<file path="config.mk">
export PLATFORM = sky130hd
export DESIGN_NAME = sram_access_arbiter
export DESIGN_NICKNAME = d
export VERILOG_FILES = /design/src/rtl/sram_ctrl_pkg.sv /design/src/rtl/sram_block_enable.sv /design/src/rtl/sram_access_arbiter.sv
export SDC_FILE = /design/constraint.sdc
export NUM_CORES = 1
export LEC_CHECK = 0
export CAP_MARGIN = 20
export CORE_UTILIZATION = 43
export DETAILED_ROUTE_END_ITERATION = 16
export GPL_TIMING_DRIVEN = 0
export MAX_ROUTING_LAYER = met4
export PLACE_DENSITY = 0.81
export SYNTH_ARGS = -nofsm -noshare
export SYNTH_HDL_FRONTEND = slang
export SYNTH_SLANG_ARGS = --single-unit
</file>
<file path="constraint.sdc">
create_clock -name Clk -period 3.7 [get_ports Clk]
set_input_delay 0.74 -clock Clk [delete_from_list [all_inputs] [get_ports Clk]]
set_output_delay 0.74 -clock Clk [all_outputs]
set_load 0.005 [all_outputs]
</file>
<file path="src/rtl/sram_ctrl_pkg.sv">
// sram_ctrl_pkg: shared state/owner types and address split constants for the SRAM arbiter.
package sram_ctrl_pkg;
    typedef enum logic [2:0] {IDLE, SETUP, ACCESS, HOLD, RECOVER} state_t;
    typedef enum logic {OWN_CPU, OWN_DMA} owner_t;
    localparam int BLOCK_SEL_MSB = 16;
    localparam int SRAM_BLK_AW = 15;
endpackage

</file>
<file path="src/rtl/sram_block_enable.sv">
// sram_block_enable: 2-bit block index plus enable to one-hot active-low chip enables.
module sram_block_enable (
    input  logic [1:0] i_idx,
    input  logic       i_en,
    output logic [3:0] o_block_l
);
    always_comb o_block_l = i_en ? ~(4'b0001 << i_idx) : 4'b1111;
endmodule

</file>
<file path="src/rtl/sram_access_arbiter.sv">
// sram_access_arbiter: shares the 128K-word SRAM between the 68000 and a DMA requester,
// sequencing SETUP/ACCESS/HOLD/RECOVER with fully registered SRAM controls.
module sram_access_arbiter
    import sram_ctrl_pkg::*;
#(
    parameter int unsigned WAIT_STATES = 2
) (
    input  logic        Clk,
    input  logic        Reset_L,
    input  logic [16:0] Address,
    input  logic        SRamSelect_H,
    input  logic        AS_L,
    input  logic        RW,
    input  logic        UDS_L,
    input  logic        LDS_L,
    input  logic [15:0] CpuWrData,
    input  logic        DmaReq_H,
    input  logic [16:0] DmaAddr,
    input  logic        DmaRW,
    input  logic [15:0] DmaWrData,
    output logic        DmaAck_H,
    output logic [15:0] DmaRdData,
    output logic        Dtack_L,
    output logic [14:0] SramAddr,
    output logic [3:0]  Block_L,
    output logic        OE_L,
    output logic        WE_L,
    output logic        UB_L,
    output logic        LB_L,
    output logic [15:0] SramWrData,
    output logic        SramDataOE_H,
    input  logic [15:0] SramRdData
);
    localparam logic [2:0] WS = 3'(WAIT_STATES);

    state_t      r_state, w_next;
    owner_t      r_owner, r_last, w_owner;
    logic [2:0]  r_cnt;
    logic        r_rw, r_ub, r_lb;
    logic [1:0]  r_blk, w_blk;
    logic        w_idle, w_cpu_req, w_dma_req, w_grant, w_grant_cpu, w_abort, w_busy;
    logic        w_rw, w_ub, w_lb, w_last_acc;
    logic [16:0] w_addr;
    logic [3:0]  w_block_l;

    // In IDLE the granted request is muxed straight from the inputs so SETUP strobes appear one edge after the grant.
    always_comb begin
        w_idle      = r_state == IDLE;
        w_cpu_req   = SRamSelect_H & ~AS_L;
        w_dma_req   = DmaReq_H;
        w_grant_cpu = w_cpu_req & (~w_dma_req | (r_last == OWN_DMA));
        w_grant     = w_idle & (w_cpu_req | w_dma_req);
        w_addr      = w_grant_cpu ? Address : DmaAddr;
        w_owner     = w_idle ? (w_grant_cpu ? OWN_CPU : OWN_DMA) : r_owner;
        w_rw        = w_idle ? (w_grant_cpu ? RW : DmaRW) : r_rw;
        w_ub        = w_idle ? (w_grant_cpu & UDS_L) : r_ub;
        w_lb        = w_idle ? (w_grant_cpu & LDS_L) : r_lb;
        w_blk       = w_idle ? w_addr[BLOCK_SEL_MSB -: 2] : r_blk;
        w_abort     = (r_owner == OWN_CPU) & AS_L;
        w_last_acc  = (r_state == ACCESS) & (r_cnt == 3'd0);
    end

    always_comb begin
        w_next = r_state;
        case (r_state)
            IDLE:    w_next = (w_cpu_req | w_dma_req) ? SETUP : IDLE;
            SETUP:   w_next = w_abort ? RECOVER : ACCESS;
            ACCESS:  w_next = w_abort ? RECOVER : (r_cnt == 3'd0 ? HOLD : ACCESS);
            HOLD:    w_next = (r_owner == OWN_DMA || AS_L) ? RECOVER : HOLD;
            RECOVER: w_next = IDLE;
            default: w_next = IDLE;
        endcase
        w_busy = (w_next == SETUP) | (w_next == ACCESS) | (w_next == HOLD);
    end

    sram_block_enable u_blk (
        .i_idx     (w_blk),
        .i_en      (w_busy),
        .o_block_l (w_block_l)
    );

    always_ff @(posedge Clk) begin
        if (!Reset_L) begin
            r_state      <= IDLE;
            r_cnt        <= 3'd0;
            r_owner      <= OWN_DMA;
            r_last       <= OWN_DMA;
            r_rw         <= 1'b1;
            r_ub         <= 1'b1;
            r_lb         <= 1'b1;
            r_blk        <= 2'd0;
            SramAddr     <= '0;
            SramWrData   <= '0;
            DmaRdData    <= '0;
            Block_L      <= 4'b1111;
            OE_L         <= 1'b1;
            WE_L         <= 1'b1;
            UB_L         <= 1'b1;
            LB_L         <= 1'b1;
            SramDataOE_H <= 1'b0;
            Dtack_L      <= 1'b1;
            DmaAck_H     <= 1'b0;
        end else begin
            r_state <= w_next;
            r_cnt   <= (r_state == SETUP) ? WS : (r_state == ACCESS && r_cnt != 3'd0) ? r_cnt - 3'd1 : r_cnt;
            if (w_grant) begin
                r_owner    <= w_owner;
                r_last     <= w_owner;
                r_rw       <= w_rw;
                r_ub       <= w_ub;
                r_lb       <= w_lb;
                r_blk      <= w_blk;
                SramAddr   <= w_addr[SRAM_BLK_AW-1:0];
                SramWrData <= w_grant_cpu ? CpuWrData : DmaWrData;
            end
            if (w_last_acc && r_owner == OWN_DMA && r_rw)
                DmaRdData <= SramRdData;
            Block_L      <= w_block_l;
            OE_L         <= ~(w_rw & ((w_next == ACCESS) | ((w_next == HOLD) & (w_owner == OWN_CPU))));
            WE_L         <= ~(~w_rw & (w_next == ACCESS));
            UB_L         <= ~w_busy | w_ub;
            LB_L         <= ~w_busy | w_lb;
            SramDataOE_H <= w_busy & ~w_rw;
            Dtack_L      <= ~((w_next == HOLD) & (w_owner == OWN_CPU));
            DmaAck_H     <= (w_next == HOLD) & (w_owner == OWN_DMA);
        end
    end
endmodule

</file>
==> flow_summary.yaml, run 1 <==
critical_path:
  critical_path_buf_inv_count: 2
  r2r_slack_ns: 1.70
  r2r_start: "r_cnt[0]$_SDFFE_PP0P_"
  start_kind: "input port"
  cp.depth: 6
  cpMaxStageDelayCell: "clkdlybuf4s50_1"
  crit_type: "input port to flop"
  reg2reg_to: "DmaRdData[12]$_SDFFE_PN0P_"
  critPathMaxFanout: 8
  crit_required_ns: 3.91
  critPathMaxStageDelay_ns: 0.49
  crit_arrival_ns: 2.55
  crit_path_end_kind: "flop"
  rr_worst_depth: 7
  critPathTopFamily: "buffers and inverters"
  path_cells: "clkdlybuf4s50_1, nor2b_1, clkbuf_1, o21ai_2, a21oi_2, or3b_1"
  crit_end: "Block_L[0]$_SDFF_PN1_"
  startpoint: "SRamSelect_H"
cts:
  clkTransAtPathRegs_ns: 0.07
  h-tree-depth: 3
  clkLatencyLatePin_ns: 0.33
  cts_setup_buffers: 0
  clockRootBuffer: "clkbuf_8"
  cts_inserted_buffers: 9
  cts.path.max_buffers: 2
  post_cts_resized: 0
  cts_tree: "done"
  holdBufCountCts: 0
  clock_sinks: 70
cells_and_area:
  fill_cells: 558
  drive_gt1_share_pct: 6.693
  final_nets: 596
  antenna_cells: 0
  area_delta_synth_final_pct: 60.51
synth:
  yosysTopAreaCell: "dfxtp_1"
  synth_seq_cells: 70
  synth_edf_count: 0
  synth_most_common_cell: "nand2_1"
  dominantRegCellSynth: "dfxtp_1"
  ys_types: 39
  yosysSeqAreaShare_pct: 46.80
  netlist.area_leader.share_pct: 46.80
  yosys-top-cells-count: "nand2_1 (71), dfxtp_1 (70), nor2_1 (57), a311oi_1 (33), mux2i_1 (18)"
  synth_area_um2: 2994
  synth_warnings: 0
  synthArstFlopShare_pct: 0
  syn_inst: 344
  synth_area_leaders: "dfxtp_1 (47%), a311oi_1 (9.7%), nand2_1 (8.9%)"
  avgSynthCellArea_um2: 8.704
  synth_nets: 437
global_routing:
  grt-ovfl-total: 0
  grt_pass1_wl_um: 12990
  antenna_found_initial: 0
  grt_pass1_vias: 2864
  grt_usage_pct: 23.37
  grt_max_degree: 12
pwr:
  p_seq_share_pct: 38.7
  swShare_pct: 27.68
  ir_worst_vdd_v: 0.0002574
  power_switching_mw: 0.6632
  p_int_mw: 1.733
  power_leakage_nw: 1.821
  clkPwrFrac_pct: 30.0
  combPwrFrac_pct: 31.3
  power_density_nw_per_um2: 498.6
sta:
  tightest_slew_ns: 0.6451
  setup_ws_ns: 1.362
  skew_ns: 0.006639
  rsz0062_at_grt: "false"
  fin_tns_setup_ns: 0
  hold_violations: 0
  fmax_mhz: 427.7
  timing.final.crit_share_pct: 63.20
  setup_viol: 0
  min_period_ns: 2.338
  slew_viol_final: 0
  slew_headroom_pct: 56.67
routing:
  drt_iter0_drc: 96
  final_antenna_net_count: 0
  drc: 0
  routed_wl_um: 8340
  via_count: 3000
  via_per_inst: 5.102
  firstDrtPassIters: 4
  routedWlPerCell_um: 14.18
floorplanning:
  rows: 30
  coreArea_um2: 6756
  fp.dieW_um: 85.45
  top_level_ports: 149
  dieArea_um2: 7301
  initial_core_util_pct: 44.31
  dieHeight_um: 85.45
placement:
  preCtsSetupSlack_ns: 1.028
  place_hpwl_um: 6184
  gp_congestion: 0.8527
  io_buffer_count: 148
run_status:
  status: "complete, no violations"
hold_path:
  hp-class: "flop to flop"
flow_run:
  drv_cap: 0
## final cells by class
class                   instances  area (um^2)  area share (%)
inverters                       3        11.26          0.2343
plain buffers                  24        133.9           2.786
clock inverters                 4        95.09           1.979
repair buffers                148         1481           30.83
clock buffers                  12        135.1           2.812
flip-flops and latches         70         1401           29.16
multi-input cells             247         1448           30.12
well taps                      80        100.1           2.083
## sequential cells by signal, summed over array words and instances, names as in the netlist
name and cells:
SramAddr 15, DmaAck_H 1, Dtack_L 1, SramDataOE_H 1, UB_L 1, DmaRdData 16
r_rw 1, r_ub 1, r_state 3, r_blk 2, r_owner 1, LB_L 1
r_cnt 3, Block_L 4, OE_L 1, SramWrData 16, WE_L 1, r_lb 1
## metal layers
metal	part of all wire [%]	GRT usage (%)	wire, um
met2	48	38.98	3988
met1	43	26.80	3612
met5	0	-	0
met4	1.8	11.21	151
met3	7.1	4.767	588
## worst min path at each step
stage / startpoint / slack (ns) / cells after the start / endpoint
floorplan: r_lb$_SDFFE_PN1N_ / 0.44 / 2 / r_lb$_SDFFE_PN1N_
global placement: r_ub$_SDFFE_PN1N_ / 0.45 / 2 / r_ub$_SDFFE_PN1N_
detailed placement: r_lb$_SDFFE_PN1N_ / 0.47 / 2 / LB_L$_SDFF_PN1_
CTS: DmaRdData[3]$_SDFFE_PN0P_ / 0.50 / 2 / DmaRdData[3]$_SDFFE_PN0P_
global route: r_rw$_SDFFE_PN1N_ / 0.51 / 1 / r_rw$_SDFFE_PN1N_
finish: DmaRdData[3]$_SDFFE_PN0P_ / 0.49 / 2 / DmaRdData[3]$_SDFFE_PN0P_
## kinds of logic after synthesis
group                      Yosys count  synth area share (%)
and+or+nand+nor                    166                 25.62
DFF                                 70                 46.80
AOI/OAI and AO/OA                   61                 15.88
buffers and inverters               27                 4.847
muxes                               18                 6.017
adders and majority gates            2                0.8356
## worst register-to-register path, delay by kind of cell, from the launching register on
kind	cells	cell delay [ns]
fa+ha+maj	1	0.23
mux	1	0.22
flops	1	0.32
simple gates	3	0.75
buf+inv	2	0.36
## metrics by stage
stage	utilization (%)	hold WS [ns]	cells	cell area [um^2]	power, mW
final	71.13	0.4946	588	4806	2.396
after global routing	71.13	0.5125	588	4806	2.526
after CTS	71.13	0.4981	588	4806	2.413
after detailed placement	67.72	0.4707	572	4576	1.691
after global placement	67.72	0.4475	572	4576	1.673
after floorplan	-	0.4376	344	2994	1.321
## power by group through the flow
| stage | Sequential (mW) | Clock, mW | Combinational (mW) |
|---|---|---|---|
| 5_1_grt | 0.941 | 0.771 | 0.815 |
| 3_5_place_dp | 0.942 | 0 | 0.749 |
| 3_3_place_gp | 0.938 | 0 | 0.735 |
| 4_1_cts | 0.927 | 0.734 | 0.753 |
| 6_report | 0.928 | 0.719 | 0.750 |
| 2_1_floorplan | 0.946 | 0 | 0.374 |
## cell usage in the layout (no fill, tap or decap), drive strengths merged
master | Yosys | final
clkdlybuf4s50 | 0 | 148
nand2 | 71 | 71
dfxtp | 70 | 70
nor2 | 58 | 58
a311oi | 33 | 33
clkbuf | 13 | 25
mux2i | 18 | 18
nand3 | 11 | 11
buf | 11 | 11
o21ai | 8 | 8
nand2b | 8 | 8
a21oi | 7 | 7
nor2b | 4 | 4
a31oi | 4 | 4
o211ai | 3 | 3
nor3b | 3 | 3
bufinv | 0 | 3
inv | 3 | 3
nand3b | 3 | 3
nor3 | 3 | 3
ha | 2 | 2
o21a | 2 | 2
or3b | 1 | 1
and2b | 1 | 1
a21o | 1 | 1
nor4 | 1 | 1
or3 | 1 | 1
or4 | 1 | 1
a211oi | 1 | 1
o211a | 1 | 1
a211o | 1 | 1
clkinv | 0 | 1
(Power assumes the default switching activity.)
==> run 2: changes to the inputs <==
--- a/config.mk
+++ b/config.mk
@@ -6,11 +6,11 @@
 export NUM_CORES = 1
 export LEC_CHECK = 0
 export CAP_MARGIN = 20
-export CORE_UTILIZATION = 43
+export CORE_UTILIZATION = 40
 export DETAILED_ROUTE_END_ITERATION = 16
 export GPL_TIMING_DRIVEN = 0
 export MAX_ROUTING_LAYER = met4
-export PLACE_DENSITY = 0.81
+export PLACE_DENSITY = 0.76
 export SYNTH_ARGS = -nofsm -noshare
 export SYNTH_HDL_FRONTEND = slang
 export SYNTH_SLANG_ARGS = --single-unit
==> constraint.sdc (replaced) <==
create_clock -name Clk -period 2.22 [get_ports Clk]
set_input_delay 0.444 -clock Clk [delete_from_list [all_inputs] [get_ports Clk]]
set_output_delay 0.444 -clock Clk [all_outputs]
set_load 0.005 [all_outputs]
==> run 2 against run 1 <==
Net effect: utilization decreased by 4.5 points; critical path depth stayed put; flip-flop and latch count stayed put.
==> flow_summary.yaml, run 2 (synthesized netlist as in run 1, its figures left out) <==
run_status:
  status: "complete, no violations"
global_routing:
  grt_pass1_vias: 2777
  grt_usage_pct: 22.65
  grt_max_degree: 13
  antenna_found_initial: 0
  grt-ovfl-total: 0
  grt_pass1_wl_um: 13010
pwr:
  total_power_mw: 3.966
  ir_worst_vdd_v: 0.0003716
  power_density_nw_per_um2: 820.7
  power_leakage_nw: 1.822
routing:
  via_per_inst: 5.000
  drt_iter0_drc: 162
  drc: 0
  routed_wl_um: 8605
  firstDrtPassIters: 5
  final_antenna_net_count: 0
  routedWlPerCell_um: 14.18
  via_count: 3035
floorplanning:
  initial_core_util_pct: 41.28
  coreArea_um2: 7253
  rows: 31
  fp.dieW_um: 88.52
  dieArea_um2: 7835
  top_level_ports: 149
  dieHeight_um: 88.52
sta:
  hold_violations: 0
  min_period_ns: 2.088
  timing.hold.ws_ns: 0.4783
  rsz0062_at_grt: "false"
  tightest_slew_ns: 0.6461
  skew_ns: 0.01260
  fin_tns_setup_ns: 0
  timing.final.crit_share_pct: 94.04
  slew_headroom_pct: 56.60
  setup_viol: 0
  fmax_mhz: 479.0
  setup_ws_ns: 0.1323
  slew_viol_final: 0
cts:
  clock_sinks: 70
  cts_setup_buffers: 0
  clkTransAtPathRegs_ns: 0.07
  clkLatencyLatePin_ns: 0.35
  post_cts_resized: 0
  holdBufCountCts: 0
  cts_inserted_buffers: 9
  cts_tree: "done"
  clockRootBuffer: "clkbuf_8"
  h-tree-depth: 3
  cts.path.max_buffers: 2
cells_and_area:
  area_delta_synth_final_pct: 61.39
  drive_gt1_share_pct: 7.283
  fin_util_pct: 66.62
  top_regs: "DmaRdData (16), SramWrData (16), SramAddr (15)"
  final_nets: 596
  final_common_cell: "clkdlybuf4s50_1"
  fill_cells: 624
  final_cell_mix: "clkdlybuf4s50_1 (148), nand2_1 (71), dfxtp_1 (70)"
  antenna_cells: 0
critical_path:
  crit_required_ns: 2.43
  crit_path_end_kind: "flop"
  critPathMaxFanout: 6
  start_kind: "flop"
  crit_type: "flop to flop"
  crit_arrival_ns: 2.30
hold_path:
  hp-class: "flop to flop"
flow_run:
  drv_cap: 0
placement:
  io_buffer_count: 148
  place_hpwl_um: 6408
  gp_congestion: 0.8278
  preCtsSetupSlack_ns: -0.2055
run 2: worst max-delay path: stages, from the launching register on:
cell      delay [ns]
dfxtp_1         0.36
inv_1           0.08
ha_1            0.26
nor2b_1         0.17
o211ai_1        0.49
nand2_1         0.09
or4_1           0.50
run 2: layout make-up:
| cell class | count | area [um^2] | area share [%] |
|---|---|---|---|
| Multi-Input combinational cell | 247 | 1448 | 29.96 |
| Timing Repair Buffer | 148 | 1481 | 30.66 |
| Clock inverter | 5 | 81.33 | 1.683 |
| Clock buffer | 11 | 151.4 | 3.133 |
| Buffer | 24 | 133.9 | 2.771 |
| Tap cell | 99 | 123.9 | 2.563 |
| Sequential cell | 70 | 1401 | 29.00 |
| Inverter | 3 | 11.26 | 0.2330 |
run 2: metal layers:
layer / track usage [%] / up-vias / routed length [um]
li1: - / 1521 / -
met1: 25.86 / 1388 / 3643
met2: 38.11 / 112 / 4230
met3: 4.664 / 14 / 589
met4: 10.41 / 0 / 142
met5: - / - / 0
run 2: per-stage QoR:
stage          instance area (um^2)  cells
6_report                       4832    607
5_1_grt                        4832    607
4_1_cts                        4832    607
3_5_place_dp                   4599    591
3_3_place_gp                   4599    591
2_1_floorplan                  2994    344
run 2: path summary, 6_finish.rpt:
| path | from | to | slack [ns] | depth (start not counted) |
|---|---|---|---|---|
| hold / removal | r_ub$_SDFFE_PN1N_ | r_ub$_SDFFE_PN1N_ | 0.48 | 2 |
| hold reg to reg | r_ub$_SDFFE_PN1N_ | r_ub$_SDFFE_PN1N_ | 0.48 | 2 |
| setup reg to reg | r_cnt[0]$_SDFFE_PP0P_ | WE_L$_SDFF_PN1_ | 0.13 | 6 |
| setup / recovery | r_cnt[0]$_SDFFE_PP0P_ | WE_L$_SDFF_PN1_ | 0.13 | 6 |
run 2: power breakdown:
| group | switching (mW) | leakage, nW | internal [mW] | total, mW |
|---|---|---|---|---|
| Clock | 0.475 | 0.116 | 0.694 | 1.17 |
| Sequential | 0.0985 | 0.576 | 1.45 | 1.54 |
| Combinational | 0.557 | 1.13 | 0.696 | 1.25 |
| Total | 1.13 | 1.82 | 2.83 | 3.97 |
